<file path="src/rtl/spi_slave_axi_xfer.sv">
// AXI-side transfer engine for the SPI slave: turns a start address plus a word
// stream into single-beat AXI4 reads/writes, auto-incrementing by one word.
module spi_slave_axi_xfer #(
  parameter int AXI_ADDR_WIDTH = 32,
  parameter int AXI_DATA_WIDTH = 64,
  parameter int AXI_ID_WIDTH   = 6
) (
  input  logic                        axi_aclk,
  input  logic                        axi_aresetn,
  input  logic [31:0]                 rx_addr,
  input  logic                        rx_addr_valid,
  input  logic                        rx_rd_wr,
  input  logic [31:0]                 rx_data,
  input  logic                        rx_data_valid,
  output logic                        rx_data_ready,
  output logic [31:0]                 tx_data,
  output logic                        tx_data_valid,
  input  logic                        tx_data_ready,
  output logic                        bus_error,
  output logic [AXI_ADDR_WIDTH-1:0]   aw_addr,
  output logic                        aw_valid,
  input  logic                        aw_ready,
  output logic [AXI_DATA_WIDTH-1:0]   w_data,
  output logic [AXI_DATA_WIDTH/8-1:0] w_strb,
  output logic                        w_last,
  output logic                        w_valid,
  input  logic                        w_ready,
  input  logic [1:0]                  b_resp,
  input  logic                        b_valid,
  output logic                        b_ready,
  output logic [AXI_ADDR_WIDTH-1:0]   ar_addr,
  output logic                        ar_valid,
  input  logic                        ar_ready,
  input  logic [AXI_DATA_WIDTH-1:0]   r_data,
  input  logic [1:0]                  r_resp,
  input  logic                        r_last,
  input  logic                        r_valid,
  output logic                        r_ready,
  output logic [AXI_ID_WIDTH-1:0]     aw_id,
  output logic [AXI_ID_WIDTH-1:0]     ar_id,
  output logic [7:0]                  aw_len,
  output logic [7:0]                  ar_len,
  output logic [2:0]                  aw_size,
  output logic [2:0]                  ar_size,
  output logic [1:0]                  aw_burst,
  output logic [1:0]                  ar_burst,
  output logic [2:0]                  aw_prot,
  output logic [2:0]                  ar_prot,
  output logic [3:0]                  aw_cache,
  output logic [3:0]                  ar_cache
);

  localparam int STRB_W = AXI_DATA_WIDTH / 8;

  typedef enum logic [2:0] {
    IDLE, WR_WAIT, WR_REQ, WR_RESP, RD_ISSUE, RD_DATA, RD_PUSH
  } state_t;

  state_t      state;
  logic [31:0] addr_q;
  logic [31:0] wr_word;
  logic        wr_issued, aw_done, w_done;
  logic        pend_valid, pend_rd;
  logic [31:0] pend_addr;

  logic        aw_hs, w_hs, b_hs, ar_hs, r_hs, tx_hs;
  logic        accept, txn_end, goto_start, take_rd;
  logic [31:0] take_addr;
  logic [31:0] rd_lane;
  logic        unused_bits;

  assign aw_hs = aw_valid & aw_ready;
  assign w_hs  = w_valid & w_ready;
  assign b_hs  = b_valid & b_ready;
  assign ar_hs = ar_valid & ar_ready;
  assign r_hs  = r_valid & r_ready;
  assign tx_hs = tx_data_valid & tx_data_ready;

  // A start pulse in the same cycle wins over the word; the word stays in the FIFO.
  assign rx_data_ready = (state == WR_WAIT) && rx_data_valid && !rx_addr_valid;

  // NOTE: every always_comb output gets a default first so no latch is inferred.
  always_comb begin
    take_addr = rx_addr_valid ? rx_addr  : pend_addr;
    take_rd   = rx_addr_valid ? rx_rd_wr : pend_rd;
    accept    = rx_addr_valid &&
                (state == IDLE || state == WR_WAIT || (state == RD_ISSUE && !ar_valid));
    txn_end   = 1'b0;
    case (state)
      WR_RESP: txn_end = b_hs;
      RD_PUSH: txn_end = tx_hs;
      default: txn_end = 1'b0;
    endcase
    goto_start = accept || (txn_end && (rx_addr_valid || pend_valid));
  end

  assign rd_lane = (AXI_DATA_WIDTH == 64 && addr_q[2]) ? r_data[AXI_DATA_WIDTH-1 -: 32]
                                                      : r_data[31:0];

  // NOTE: asynchronous active-low reset; the FSM and every handshake output clear at once.
  always_ff @(posedge axi_aclk or negedge axi_aresetn) begin
    if (!axi_aresetn) begin
      state         <= IDLE;
      addr_q        <= '0;
      wr_word       <= '0;
      wr_issued     <= 1'b0;
      aw_done       <= 1'b0;
      w_done        <= 1'b0;
      pend_valid    <= 1'b0;
      pend_rd       <= 1'b0;
      pend_addr     <= '0;
      aw_valid      <= 1'b0;
      w_valid       <= 1'b0;
      b_ready       <= 1'b0;
      ar_valid      <= 1'b0;
      r_ready       <= 1'b0;
      tx_data       <= '0;
      tx_data_valid <= 1'b0;
      bus_error     <= 1'b0;
    end else begin
      // NOTE: sequential state uses non-blocking assignments; later ones below override the case.
      case (state)
        IDLE: ;
        WR_WAIT: begin
          if (rx_data_ready) begin
            wr_word   <= rx_data;
            wr_issued <= 1'b0;
            aw_done   <= 1'b0;
            w_done    <= 1'b0;
            state     <= WR_REQ;
          end
        end
        WR_REQ: begin
          if (!wr_issued) begin
            aw_valid  <= 1'b1;
            w_valid   <= 1'b1;
            wr_issued <= 1'b1;
          end else begin
            if (aw_hs) begin
              aw_valid <= 1'b0;
              aw_done  <= 1'b1;
            end
            if (w_hs) begin
              w_valid <= 1'b0;
              w_done  <= 1'b1;
            end
            if ((aw_done || aw_hs) && (w_done || w_hs)) begin
              b_ready <= 1'b1;
              state   <= WR_RESP;
            end
          end
        end
        WR_RESP: begin
          if (b_hs) begin
            b_ready <= 1'b0;
            if (b_resp != 2'b00) bus_error <= 1'b1;
            addr_q <= addr_q + 32'd4;
            state  <= WR_WAIT;
          end
        end
        RD_ISSUE: begin
          // Only ask for data when the transmit FIFO can take it.
          if (!ar_valid) begin
            if (tx_data_ready) ar_valid <= 1'b1;
          end else if (ar_ready) begin
            ar_valid <= 1'b0;
            r_ready  <= 1'b1;
            state    <= RD_DATA;
          end
        end
        RD_DATA: begin
          if (r_hs) begin
            r_ready       <= 1'b0;
            tx_data       <= rd_lane;
            tx_data_valid <= 1'b1;
            if (r_resp != 2'b00) bus_error <= 1'b1;
            state         <= RD_PUSH;
          end
        end
        RD_PUSH: begin
          if (tx_hs) begin
            tx_data_valid <= 1'b0;
            addr_q        <= addr_q + 32'd4;
            state         <= RD_ISSUE;
          end
        end
        default: state <= IDLE;
      endcase

      if (rx_addr_valid && !goto_start) begin
        pend_valid <= 1'b1;
        pend_addr  <= rx_addr;
        pend_rd    <= rx_rd_wr;
      end

      if (goto_start) begin
        addr_q     <= {take_addr[31:2], 2'b00};
        pend_valid <= 1'b0;
        state      <= take_rd ? RD_ISSUE : WR_WAIT;
        ar_valid   <= take_rd && tx_data_ready;
      end

      if (rx_addr_valid) bus_error <= 1'b0;
    end
  end

  assign aw_addr  = AXI_ADDR_WIDTH'(addr_q);
  assign ar_addr  = AXI_ADDR_WIDTH'(addr_q);
  assign w_data   = {(AXI_DATA_WIDTH/32){wr_word}};
  assign w_strb   = (AXI_DATA_WIDTH == 64) ? STRB_W'(addr_q[2] ? 8'hF0 : 8'h0F)
                                           : STRB_W'(4'hF);
  assign w_last   = 1'b1;
  assign aw_id    = '0;
  assign ar_id    = '0;
  assign aw_len   = 8'd0;
  assign ar_len   = 8'd0;
  assign aw_size  = 3'b010;
  assign ar_size  = 3'b010;
  assign aw_burst = 2'b01;
  assign ar_burst = 2'b01;
  assign aw_prot  = 3'b000;
  assign ar_prot  = 3'b000;
  assign aw_cache = 4'b0000;
  assign ar_cache = 4'b0000;

  assign unused_bits = ^{r_last, take_addr[1:0]};

endmodule

</file>
<file path="config.mk">
export PLATFORM = sky130hd
export DESIGN_NAME = spi_slave_axi_xfer
export DESIGN_NICKNAME = d
export VERILOG_FILES = /design/src/rtl/spi_slave_axi_xfer.sv
export SDC_FILE = /design/constraint.sdc
export NUM_CORES = 1
export LEC_CHECK = 0
export ABC_AREA = 1
export ABC_CLOCK_PERIOD_IN_PS = 2300
export CORE_MARGIN = 3
export CORE_UTILIZATION = 43
export DETAILED_ROUTE_END_ITERATION = 10
export PLACE_DENSITY = 0.82
export SETUP_SLACK_MARGIN = 0.5
export SYNTH_ARGS = -nofsm -noshare
export SYNTH_HDL_FRONTEND = slang
export SYNTH_SLANG_ARGS = --single-unit
</file>
<file path="constraint.sdc">
create_clock -name axi_aclk -period 2.3 [get_ports axi_aclk]
set_input_delay 0.23 -clock axi_aclk [delete_from_list [all_inputs] [get_ports axi_aclk]]
set_output_delay 0.23 -clock axi_aclk [all_outputs]
set_load 0.01 [all_outputs]
</file>
# [After elaboration in Yosys (flattened, before gate mapping)]
# Index checks and enable logic that the tools add are counted.
[word_totals] ff_bits=143 romBits=0 latch_bits=0 input_bits=144 word_cells=151 output_inout_bits=229 mem_bits_rw=0 memories=0
[op_classes] muxes=56 bitwise=5 shift=0 n_lt_le_gt_ge=0 n_eq_ne=31 reduce_logical=41 n_mul=0 addsub=1 div_mod_pow=0
[ops] cell="32-bit two-way mux" n=5
[ops] cell="32-bit case mux with 2 select lines" n=1
[ops] cell="3-bit != test, second input constant" n=12
[ops] cell="32-bit by 3-bit adder with 32-bit output, second input constant" n=1
[ops] cell="1-bit two-way mux" n=30
[ops] cell="3-bit two-way mux" n=10
[ops] cell="2-bit != test, second input constant" n=11
[ops] cell="3-bit case mux with 7 select lines" n=1
[ops] cell="1-bit case mux with 2 select lines" n=8
[ops] cell="4-bit AND reduction" n=4
[ops] cell="2-bit nonzero test" n=8
[ops] cell="2-bit AND reduction" n=5
[ops] cell="3-bit == test, second input constant" n=3
[ops] cell="9-bit AND reduction" n=1
[ops] cell="1-bit logical AND" n=8
[ops] cell="8-bit two-way mux" n=1
[ops] cell="3-bit by 2-bit == test with 1-bit output, second input constant" n=2
[ops] cell="1-bit logical OR" n=6
[ops] cell="3-bit AND reduction" n=2
[ops] cell="3-bit nonzero test" n=2
[ops] cell="1-bit AND" n=5
[ops] cell="5-bit AND reduction" n=1
[ops] cell="2-bit by 1-bit != test with 1-bit output, second input constant" n=2
[ops] cell="3-bit by 1-bit == test with 1-bit output, second input constant" n=1
[ops] cell="2 further kinds" n=4

# [Logic depth before layout (Yosys ltp)]
# Gate-level depths: netlist of the first run.
[logic_depth] depth_word=9 depth_mapped=12 mapped_depth_nobuf=10

# [Worst setup path after synthesis of the first run]
# OpenSTA, ideal clock, no wires.
[synth_path] path_type="reg-to-reg" startpoint="reg addr_q[2], in the netlist ar_addr[2]" endpoint="reg addr_q[20], in the netlist ar_addr[20]" n_path_buf=0 setup_time_ns=0.121 arrival_ns=1.561 path_stages_with_launch=9 setup_slack_ns=0.618 synth_period_minus_slack_ns=1.682 required_time_ns=2.179 path_cell_list="dfrtp_1 > ha_1 > nand3_1 > nor2_2 > nand2_1 > nor2_1 > nand2_1 > o211ai_1 > nand2_1"
[synth_between] elab_chain_cells=4 word_cells_on_any_way=5 classes_between="add/sub (1); mux (4)"
[synth_rtl] element="start, declared" line_no="60" rtl="logic [31:0] addr_q;"
[synth_rtl] element="start signal, assigned" line_no="157" rtl="addr_q <= addr_q + 32'd4;"
[synth_rtl] element="start signal, assigned" line_no="183" rtl="addr_q <= addr_q + 32'd4;"
[synth_rtl] element="start signal, assigned" line_no="197" rtl="addr_q <= {take_addr[31:2], 2'b00};"
[synth_rtl] element="32-bit by 3-bit adder with 32-bit output (*)" line_no="157, 183"
[synth_rtl] element="32-bit two-way mux, on equally long branches" line_no="181, 154"
[synth_rtl] element="32-bit case mux with 2 select lines (*)" line_no="122" rtl="case (state)"
[synth_rtl] element="32-bit two-way mux (*)" line_no="196" rtl="if (goto_start) begin"
# Mark *: on every way between the ends. The rest lies on a longest branch, timed or not. The select of a mux whose other input is x is not followed.
# A chain may end at the register's enable or synchronous reset.

# [Final worst setup path of the first run]
[layout_path] startpoint="reg addr_q[5], in the netlist ar_addr[5]" endpoint="out ar_addr[5]"
[layout_rtl] element="end, declared" line_no="31" rtl="output logic [AXI_ADDR_WIDTH-1:0] ar_addr,"
# No word-level cell between the ends.

==> out/results.ini, run 1 <==
[worst_setup_path]
cpPeakStageDelay_ps=600
cp_max_fo=6
rr_worst_depth=10
path_cells=clkdlybuf4s50_1
worst-path-stages=1
reg2reg_slack_ps=550
crit_family=buffers and inverters
cp.required_ps=2070
cp.arrival_ps=1540
crit_start=ar_addr[5]$_DFFE_PN0P_
critPathKind=reg2out
cp-start-kind=flop
timing.rr.start=state[1]$_DFFE_PN0P_
rr_endpoint=ar_addr[18]$_DFFE_PN0P_
end_kind=output pin
cpMaxStageDelayCell=clkdlybuf4s50_1
cp_num_buf_inv=1
critPathCapture=ar_addr[5]

[worst_hold_path]
min_from=rx_addr_valid
hp-class=in2reg

[grt]
grt_pass1_wl_um=38800
grt_max_degree=52
grt_use_total_pct=23.5
grt_pass1_vias=7439
grt_remaining_overflow=0
antenna_found_initial=0

[layout]
n_antenna_cell=0
nets=1514
final_layout_size_suffix_gt1_share_pct=9.12
syn2layout_area_growth_pct=43.9
final_util_pct=64.3

[synthesis]
syn_area_per_cell_sq_um=7.38
yosys.area.top_type=dfrtp_1
syn-cell-area_sq_um=8220
yosys_warnings=0
syn_inst=1114
ys_ff_latch=139
synth_edf_count=0
ys_types=36
synth_most_common_cell=nand2_1
synth_area_leaders=dfrtp_1, nand2_1, buf_4
netlist_top_cells_count=nand2_1, dfrtp_1, buf_4
netlist.area_leader.share_pct=42.3
ys_seq_area_share_pct=42.3
synth_ff_type=dfrtp_1
synthArstFlopShare_pct=100

[sta]
clock_skew_ps=9.14
maxSlewViolCount=0
max_freq_ghz=0.564
setup_viol=0
period_minus_slack_ps=1770
finalHoldViolCount=0
finalCritPeriodShare_pct=77.1
finalSetupTns_ps=0
rsz0062_at_grt=true

[clocking]
htree_levels=4
clk_latency_ps=420
numCtsBuffers=17
cts.sinks=139
clk_pin_slew_ps=70
cts_buffer_depth=2
cts_tree=yes
cts_root_buf=clkbuf_16

[die]
coreArea_sq_um=18400
num_rows=49
die_w_um=144
die-area_sq_um=20800
ios=373
start_util_pct=44.7
die_h_um=144

[detailed_routing]
drt_iter0_drc=775
ant_nets=0
vias=8077
wl_per_cell_um=16.4
vias_per_cell=5.01
wirelength_um=26400
remaining_drc_errors=0
first_pass_iters=5

[pwr]
seq_power_share_pct=30.2
p_total_mw=15.5
p_leak_nw=5.61
comb_power_share_pct=51.0
ir_worst_vdd_mv=0.754
netSwitchingFraction_pct=39.3
power_density_nw_per_um2=1310
p_int_mw=9.39
switching_power_mw=6.08
p_clk_share_pct=18.9

[placed_design]
gp_congestion=0.943
hpwl_um=18900
port_buffers=312

[flow_run]
maxCapViolations=0

[status]
outcome=completed

[metrics by stage]
stage / instance area, sq um / setup WS [ps] / hold WS, ps / cells
6_report: 11800 / 527 / 225 / 1611
5_1_grt: 11800 / 466 / 212 / 1611
4_1_cts: 11500 / 410 / 174 / 1595
3_5_place_dp: 10800 / 268 / 142 / 1556
3_3_place_gp: 10800 / 300 / 140 / 1556
2_1_floorplan: 8430 / 618 / -65.6 / 1169
[worst min path at each step]
| stage | to | slack [ps] | cells after the start |
|---|---|---|---|
| floorplan | ar_addr[10]$_DFFE_PN0P_ | -70 | 0 |
| global placement | pend_addr[13]$_DFFE_PN0P_ | 140 | 1 |
| detailed placement | pend_addr[13]$_DFFE_PN0P_ | 140 | 1 |
| CTS | bus_error$_DFFE_PN0P_ | 170 | 2 |
| global route | bus_error$_DFFE_PN0P_ | 210 | 2 |
| finish | bus_error$_DFFE_PN0P_ | 220 | 2 |
[layout make-up]
| type | instances | area, sq um |
|---|---|---|
| multi-input cells | 792 | 3620 |
| clock inverters | 12 | 161 |
| well taps | 229 | 287 |
| inverters | 67 | 254 |
| repair buffers | 352 | 3550 |
| fillers | 1530 | 6560 |
| flip-flops and latches | 139 | 3490 |
| clock buffers | 20 | 467 |
[layout by cell type (no fill, tap or decap), drive strengths merged]
cell type and n:
o211ai 3, nor2 118, o21ai 74, nor3 2, dlygate4sd2 9, clkbuf 23, mux2i 6, buf 38
bufinv 3, o22ai 1, o41ai 1, o21bai 4, bufbuf 1, conb 57, a21oi 13, nand3b 3
inv 70, dfrtp 139, a31oi 33, xnor2 2, nand4 1, xor2 9, nand2 414, clkinvlp 3
clkdlybuf4s50 300, dlygate4sd3 1, nand3 50, ha 1, clkinv 3
[power groups by stage]
stage	Clock (mW)	Combinational, mW	Sequential (mW)
after floorplan	0	3.90	4.77
after global routing	3.09	8.58	4.82
after CTS	2.96	7.46	4.65
final	2.92	7.89	4.67
after detailed placement	0	7.24	4.69
after global placement	0	7.06	4.63
[sequential cells by signal (all words and copies together) (netlist names)]
register and cells:
pend_valid 1, aw_done 1, state 3, aw_valid 1, ar_addr 30, b_ready 1
bus_error 1, ar_valid 1, wr_issued 1, w_done 1, r_ready 1, pend_rd 1
tx_data 32, wr_word 32, tx_data_valid 1, pend_addr 30, w_valid 1
[cells by family after synthesis]
| group | count (synthesis) | synth area share [%] |
|---|---|---|
| other cells | 2 | 0.0914 |
| compound gates | 129 | 8.90 |
| xor+xnor | 11 | 1.17 |
| mux | 6 | 0.731 |
| simple gates | 586 | 28.8 |
| flops | 139 | 42.3 |
| buf+inv | 240 | 17.8 |
| fa+ha+maj | 1 | 0.152 |
[what timing repair did]
action	CTS	global route
gates cloned	1	4
pin swaps	0	5
buffers inserted	5	12
gates resized for setup	25	31
setup endpoints to repair	74	69
hold endpoints to repair	32	0
hold buffers	1	0
[per-layer routing]
metal	track usage [%]	up-vias	share of wire, %
met4	7.36	0	2.7
li1	-	3821	-
met5	0	-	0
met2	38.8	430	49
met1	31.5	3773	40
met3	4.46	53	8.0
No activity file was read; power rests on OpenSTA's default activity.
==> run 2: changes to the inputs <==
- ABC_CLOCK_PERIOD_IN_PS: 2300 -> 1500
- CORE_UTILIZATION: 43 -> 38
- PLACE_DENSITY: 0.82 -> 0.76
- clock period: 2.3 -> 1.5 ns (I/O delays scaled with it)
==> run 2 against run 1 <==
Against the previous run: the flow now finishes with violations (setup timing); design area up 17%; clock-buffer cell count shrank 3; sequential share of layout area fell by 4.4 points; clock power grew 48%; power up 77%; routed wire length increased by 20%; critical path type is now reg2reg; clock skew increased by 3.6 ps.
==> out/results.ini, run 2 (synthesis results as in run 1) <==
[pwr]
p_leak_nw=7.06  ; was 5.61 nW
power_density_nw_per_um2=1970  ; was 1310 nW/um^2
ir_worst_vdd_mv=1.18  ; was 0.754 mV

[sta]
period_minus_slack_ps=1950
max_freq_ghz=0.513
worst_slack_ps=-451  ; was 527 ps
setup_viol=129  ; was 0
tightest_slew_ps=616
maxSlewViolCount=0  ; unchanged
finalHoldViolCount=0  ; unchanged
rsz0062_at_grt=true  ; unchanged
finalCritPeriodShare_pct=130
timing.slew.headroom_pct=58.5
finalSetupTns_ps=-18310  ; was 0 ps
clock_skew_ps=12.8  ; was 9.14 ps

[worst_setup_path]
cpMaxStageDelayCell=dfrtp_2  ; was clkdlybuf4s50_1
timing.rr.start=ar_addr[5]$_DFFE_PN0P_  ; was state[1]$_DFFE_PN0P_
end_kind=flop  ; was output pin
cp.arrival_ps=2260  ; was 1540 ps
cp.required_ps=1810  ; was 2070 ps
reg2reg_slack_ps=-450  ; was 550 ps
cpMostUsedCell=nand2_1
path_cells=buf_4 > nand2_1 > nor2_1 > nand2_1 > nor2_1 > buf_4 > xor2_1 > nand2_1 > nand2_1 > o21ai_1  ; was clkdlybuf4s50_1
crit_family=simple AND/OR/NAND/NOR gates  ; was buffers and inverters
cp_max_fo=3  ; was 6
cp-start-kind=flop  ; unchanged
rr_worst_depth=10  ; unchanged
cpPeakStageDelay_ps=370  ; was 600 ps
cp_num_buf_inv=2  ; was 1
rr_endpoint=ar_addr[13]$_DFFE_PN0P_  ; was ar_addr[18]$_DFFE_PN0P_
critPathKind=reg2reg  ; was reg2out

[flow_run]
maxCapViolations=0  ; unchanged

[clocking]
htree_levels=4  ; unchanged
cts_buffer_depth=2  ; unchanged
numCtsBuffers=17  ; unchanged
clk_latency_ps=430  ; was 420 ps
cts_tree=yes  ; unchanged
clk_pin_slew_ps=70  ; about the same
cts_root_buf=clkbuf_16  ; unchanged
cts.sinks=139  ; unchanged

[status]
violations=setup timing
outcome=finished, violations left  ; was completed

[layout]
final_util_pct=65.7  ; was 64.3%
final_layout_size_suffix_gt1_share_pct=35.0  ; was 9.12%
nets=1697  ; was 1514
final_area_sq_um=13900  ; was 11800 sq um
reg_top3=tx_data (32), wr_word (32)  ; unchanged
final_common_cell=nand2_1  ; unchanged
syn2layout_area_growth_pct=69.0  ; was 43.9%
nFillCells=1626  ; was 1530
final_cell_mix=nand2_1, buf_6, clkdlybuf4s50_1, dfrtp_1, buf_4  ; was nand2_1, clkdlybuf4s50_1, dfrtp_1, nor2_1, inv_1

[die]
die_h_um=153  ; was 144 um
die_w_um=153  ; was 144 um
die-area_sq_um=23400  ; was 20800 sq um
ios=373  ; unchanged
start_util_pct=38.9  ; was 44.7%
num_rows=53  ; was 49
coreArea_sq_um=21200  ; was 18400 sq um

[detailed_routing]
vias=9061  ; was 8077
wirelength_um=31700  ; was 26400 um
wl_per_cell_um=17.2  ; was 16.4 um
vias_per_cell=4.92  ; was 5.01
remaining_drc_errors=0  ; unchanged
drt_iter0_drc=760  ; was 775
ant_nets=0  ; unchanged
first_pass_iters=5  ; unchanged

[grt]
antenna_found_initial=1  ; was 0
grt_max_degree=46  ; was 52
grt_pass1_vias=8487  ; was 7439
grt_remaining_overflow=0  ; unchanged
grt_pass1_wl_um=44900  ; was 38800 um
grt_use_total_pct=23.5  ; about the same

[worst_hold_path]
hp-class=in2async  ; was in2reg

[placed_design]
dpl_cell_area_sq_um=11600  ; was 10800 sq um
port_buffers=312  ; unchanged
hpwl_um=19300  ; was 18900 um
gp_congestion=0.909  ; was 0.943

[run 2: per-stage QoR]
stage	setup WS, ps	total power, mW	cells	hold slack, ps
after floorplan	14.8	13.7	1169	-146
after global placement	-220	19.4	1665	37.8
after detailed placement	-231	19.7	1665	40.4
after CTS	-182	26.1	1779	137
after global routing	-449	28.9	1841	184
final	-451	27.4	1841	152
[run 2: worst max path at each step]
stage,start,to,slack (ps),depth (start not counted)
after detailed placement,tx_data_ready,ar_addr[11]$_DFFE_PN0P_,-230,9
after CTS,state[1]$_DFFE_PN0P_,pend_addr[6]$_DFFE_PN0P_,-180,12
after global placement,b_valid,ar_addr[11]$_DFFE_PN0P_,-220,11
final,ar_addr[5]$_DFFE_PN0P_,ar_addr[13]$_DFFE_PN0P_,-450,10
after floorplan,state[2]$_DFFE_PN0P_,pend_addr[11]$_DFFE_PN0P_,10,11
after global routing,ar_addr[5]$_DFFE_PN0P_,ar_addr[13]$_DFFE_PN0P_,-450,10
[run 2: what timing repair did]
| action | 4_1_cts | 5_1_grt |
|---|---|---|
| setup buffers | 72 | 47 |
| hold buffers | 1 | 0 |
| gates resized for setup | 504 | 322 |
| endpoints found under the hold margin | 139 | 0 |
| setup endpoints to repair | 311 | 311 |
| gates cloned | 9 | 14 |
| pin swaps | 12 | 23 |
[run 2: final cells by class]
cell class              count  area, sq um  area share (%)
clock inverters            15          175            1.26
diodes                      1         2.50          0.0180
clock buffers              17          425            3.06
flip-flops and latches    139         3490            25.1
inverters                  67          287            2.06
well taps                 275          344            2.48
repair buffers            537         5280            38.0
multi-input cells         790         3890            28.0
[run 2: power breakdown]
part	switching (mW)	internal [mW]	leakage, nW
registers	1.29	5.47	1.69
logic	7.90	8.37	5.08
clock network	1.94	2.38	0.289
[run 2: layer usage]
metal | track usage [%] | vias up | share of wire [%] | wire length (um)
li1 | - | 4219 | - | -
met3 | 4.45 | 101 | 7.0 | 2220
met5 | 0 | - | 0 | 0
met2 | 40.8 | 489 | 50 | 15900
met4 | 8.74 | 0 | 4.0 | 1270
met1 | 29.2 | 4252 | 39 | 12300
==> run 3: changes to the inputs <==
- ABC_CLOCK_PERIOD_IN_PS: 1500 -> 2100
- CORE_UTILIZATION: 38 -> 43
- PLACE_DENSITY: 0.76 -> 0.82
- clock period: 1.5 -> 2.1 ns (I/O delays scaled with it)
==> run 3 against run 2 <==
Against the previous run: the run ends with DRC left; sequential share of layout area rose by 1.5 points; power fell by 31%; fmax decreased by 4.4%; hold slack improved by 1.8 ps; sequential power shrank 23%; core utilization rose by 6.1 points; combinational power is 34% lower; clock skew fell by 0.83 ps.
==> out/results.ini, run 3 (synthesis results as in run 1) <==
[status]
outcome=finished, violations left  ; unchanged
violations=DRC  ; was setup timing

[layout]
reg_top3=tx_data (32), wr_word (32)  ; unchanged
final_layout_size_suffix_gt1_share_pct=22.3  ; was 35.0%
syn2layout_area_growth_pct=60.5  ; was 69.0%
final_common_cell=nand2_1  ; unchanged
nets=1570  ; was 1697
final_cell_mix=nand2_1, clkdlybuf4s50_1, dfrtp_1, nor2_1, dlygate4sd2_1  ; was nand2_1, buf_6, clkdlybuf4s50_1, dfrtp_1, buf_4
n_antenna_cell=0  ; was 1

[worst_setup_path]
cp.required_ps=2430  ; was 1810 ps
cpMaxStageDelayCell=dfrtp_2  ; unchanged
cp.arrival_ps=2370  ; was 2260 ps
cp_num_buf_inv=1  ; was 2
cp_max_fo=5  ; was 3
end_kind=flop  ; unchanged
path_cells=buf_4 > nand2_1 > nor2_2 > nand2_1 > nor2_2 > nand3_1 > nand2_1 > nand2_1 > a21oi_1  ; was buf_4 > nand2_1 > nor2_1 > nand2_1 > nor2_1 > buf_4 > xor2_1 > nand2_1 > nand2_1 > o21ai_1
cpPeakStageDelay_ps=420  ; was 370 ps
crit_family=simple AND/OR/NAND/NOR gates  ; unchanged
cpMostUsedCell=nand2_1  ; unchanged
critPathKind=reg2reg  ; unchanged
cp-start-kind=flop  ; unchanged

[placed_design]
gp_congestion=0.947  ; was 0.909
port_buffers=312  ; unchanged
pre_cts_ws_ps=138  ; was -231 ps
hpwl_um=19200  ; was 19300 um

[die]
die_h_um=144  ; was 153 um
start_util_pct=44.7  ; was 38.9%
die_w_um=144  ; was 153 um
num_rows=49  ; was 53
coreArea_sq_um=18400  ; was 21200 sq um
die-area_sq_um=20800  ; was 23400 sq um
ios=373  ; unchanged

[grt]
antenna_found_initial=0  ; was 1
grt_remaining_overflow=0  ; unchanged
grt_pass1_wl_um=46000  ; was 44900 um
grt_pass1_vias=8406  ; was 8487
grt_max_degree=56  ; was 46
grt_use_total_pct=28.5  ; was 23.5%

[sta]
period_minus_slack_ps=2040  ; was 1950 ps
max_freq_ghz=0.490  ; was 0.513 GHz
tightest_slew_ps=794  ; was 616 ps
worst_slack_ps=58.8  ; was -451 ps
finalCritPeriodShare_pct=97.2  ; was 130%
finalSetupTns_ps=0  ; was -18310 ps
hold_ws_ps=153  ; was 152 ps
setup_viol=0  ; was 129
finalHoldViolCount=0  ; unchanged
timing.slew.headroom_pct=46.5  ; was 58.5%
clock_skew_ps=12.0  ; was 12.8 ps
rsz0062_at_grt=true  ; unchanged
maxSlewViolCount=0  ; unchanged

[clocking]
cts_tree=yes  ; unchanged
clk_latency_ps=440  ; was 430 ps
numCtsBuffers=17  ; unchanged
clk_pin_slew_ps=70  ; about the same
cts_buffer_depth=2  ; unchanged
htree_levels=4  ; unchanged
cts_root_buf=clkbuf_16  ; unchanged
cts.sinks=139  ; unchanged

[detailed_routing]
first_pass_iters=11  ; was 5
wl_per_cell_um=21.7  ; was 17.2 um
ant_nets=0  ; unchanged
vias_per_cell=5.67  ; was 4.92
remaining_drc_errors=55  ; was 0
drt_iter0_drc=1203  ; was 760
vias=9450  ; was 9061
wirelength_um=36200  ; was 31700 um

[pwr]
comb_power_share_pct=56.7  ; was 59.5%
ir_worst_vdd_mv=0.940  ; was 1.18 mV
power_density_nw_per_um2=1440  ; was 1970 nW/um^2
p_leak_nw=6.73  ; was 7.06 nW
seq_power_share_pct=27.5  ; was 24.7%
netSwitchingFraction_pct=43.5  ; was 40.7%
p_int_mw=10.7  ; was 16.2 mW
p_total_mw=19.0  ; was 27.4 mW
p_clk_share_pct=15.9  ; was 15.8%
switching_power_mw=8.25  ; was 11.1 mW

[flow_run]
maxCapViolations=0  ; unchanged

[worst_hold_path]
hp-class=in2reg  ; was in2async

run 3: changes by cell type in the layout (fill, tap and decap cells not counted), moves of 11 or more:
cell	delta
clkbuf_2	-66
nand2_4	+21
nand2_1	-24
o21ai_1	-11
dfrtp_2	+19
dlygate4sd2_1	+67
buf_2	-28
buf_6	-133
clkdlybuf4s50_1	+56
buf_4	-63
dlymetal6s2s_1	+38
dfrtp_1	-19
run 3: layout make-up:
class | instances | area, sq um
fill | 1224 | 5200
timing repair buffer | 405 | 4330
multi-input combinational | 795 | 4230
sequential | 139 | 3520
clock buffer | 18 | 429
tap | 229 | 287
inverter | 67 | 265
clock inverter | 13 | 144
run 3: worst min-delay path, stage by stage:
cell	delay, ps
buf_2	180
nand3_2	100
nand2_2	40
run 3: stage by stage:
stage	instances	cell area (sq um)	util, %
floorplan	1169	8430	-
global placement	1558	10800	59.0
detailed placement	1558	10800	59.0
CTS	1653	12300	67.1
global route	1666	13200	71.7
finish	1666	13200	71.7
run 3: metal layers:
layer	part of all wire [%]	GRT usage, %
met5	0	0
met4	6.9	14.2
met3	11	5.99
met2	47	46.6
met1	35	35.9
run 3: worst paths after layout:
kind / startpoint / end / slack [ps] / cells after the start
worst max-delay path: ar_addr[17]$_DFFE_PN0P_ / ar_addr[24]$_DFFE_PN0P_ / 60 / 9
worst min-delay path: rx_addr_valid / pend_addr[27]$_DFFE_PN0P_ / 150 / 3
worst max register to register: ar_addr[17]$_DFFE_PN0P_ / ar_addr[24]$_DFFE_PN0P_ / 60 / 9
worst min register to register: pend_addr[31]$_DFFE_PN0P_ / pend_addr[31]$_DFFE_PN0P_ / 490 / 2
max in group asynchronous: axi_aresetn / ar_addr[20]$_DFFE_PN0P_ / 1020 / 3
min in group asynchronous: axi_aresetn / ar_addr[17]$_DFFE_PN0P_ / 280 / 2
run 3: what timing repair did:
| item | in CTS | in global routing |
|---|---|---|
| gates cloned | 11 | 8 |
| resized for setup | 189 | 198 |
| pin swaps | 18 | 27 |
| setup endpoints to repair | 197 | 164 |
| buffers inserted | 52 | 5 |
| hold buffers | 1 | 0 |
| hold endpoints to repair | 40 | 0 |
run 3: power groups by stage:
stage	sequential, mW	clock (mW)	combinational (mW)
after global routing	5.31	3.13	11.3
after detailed placement	5.15	0	7.96
after global placement	5.11	0	7.78
final	5.20	3.01	10.7
after floorplan	5.23	0	4.27
after CTS	4.99	3.00	9.33
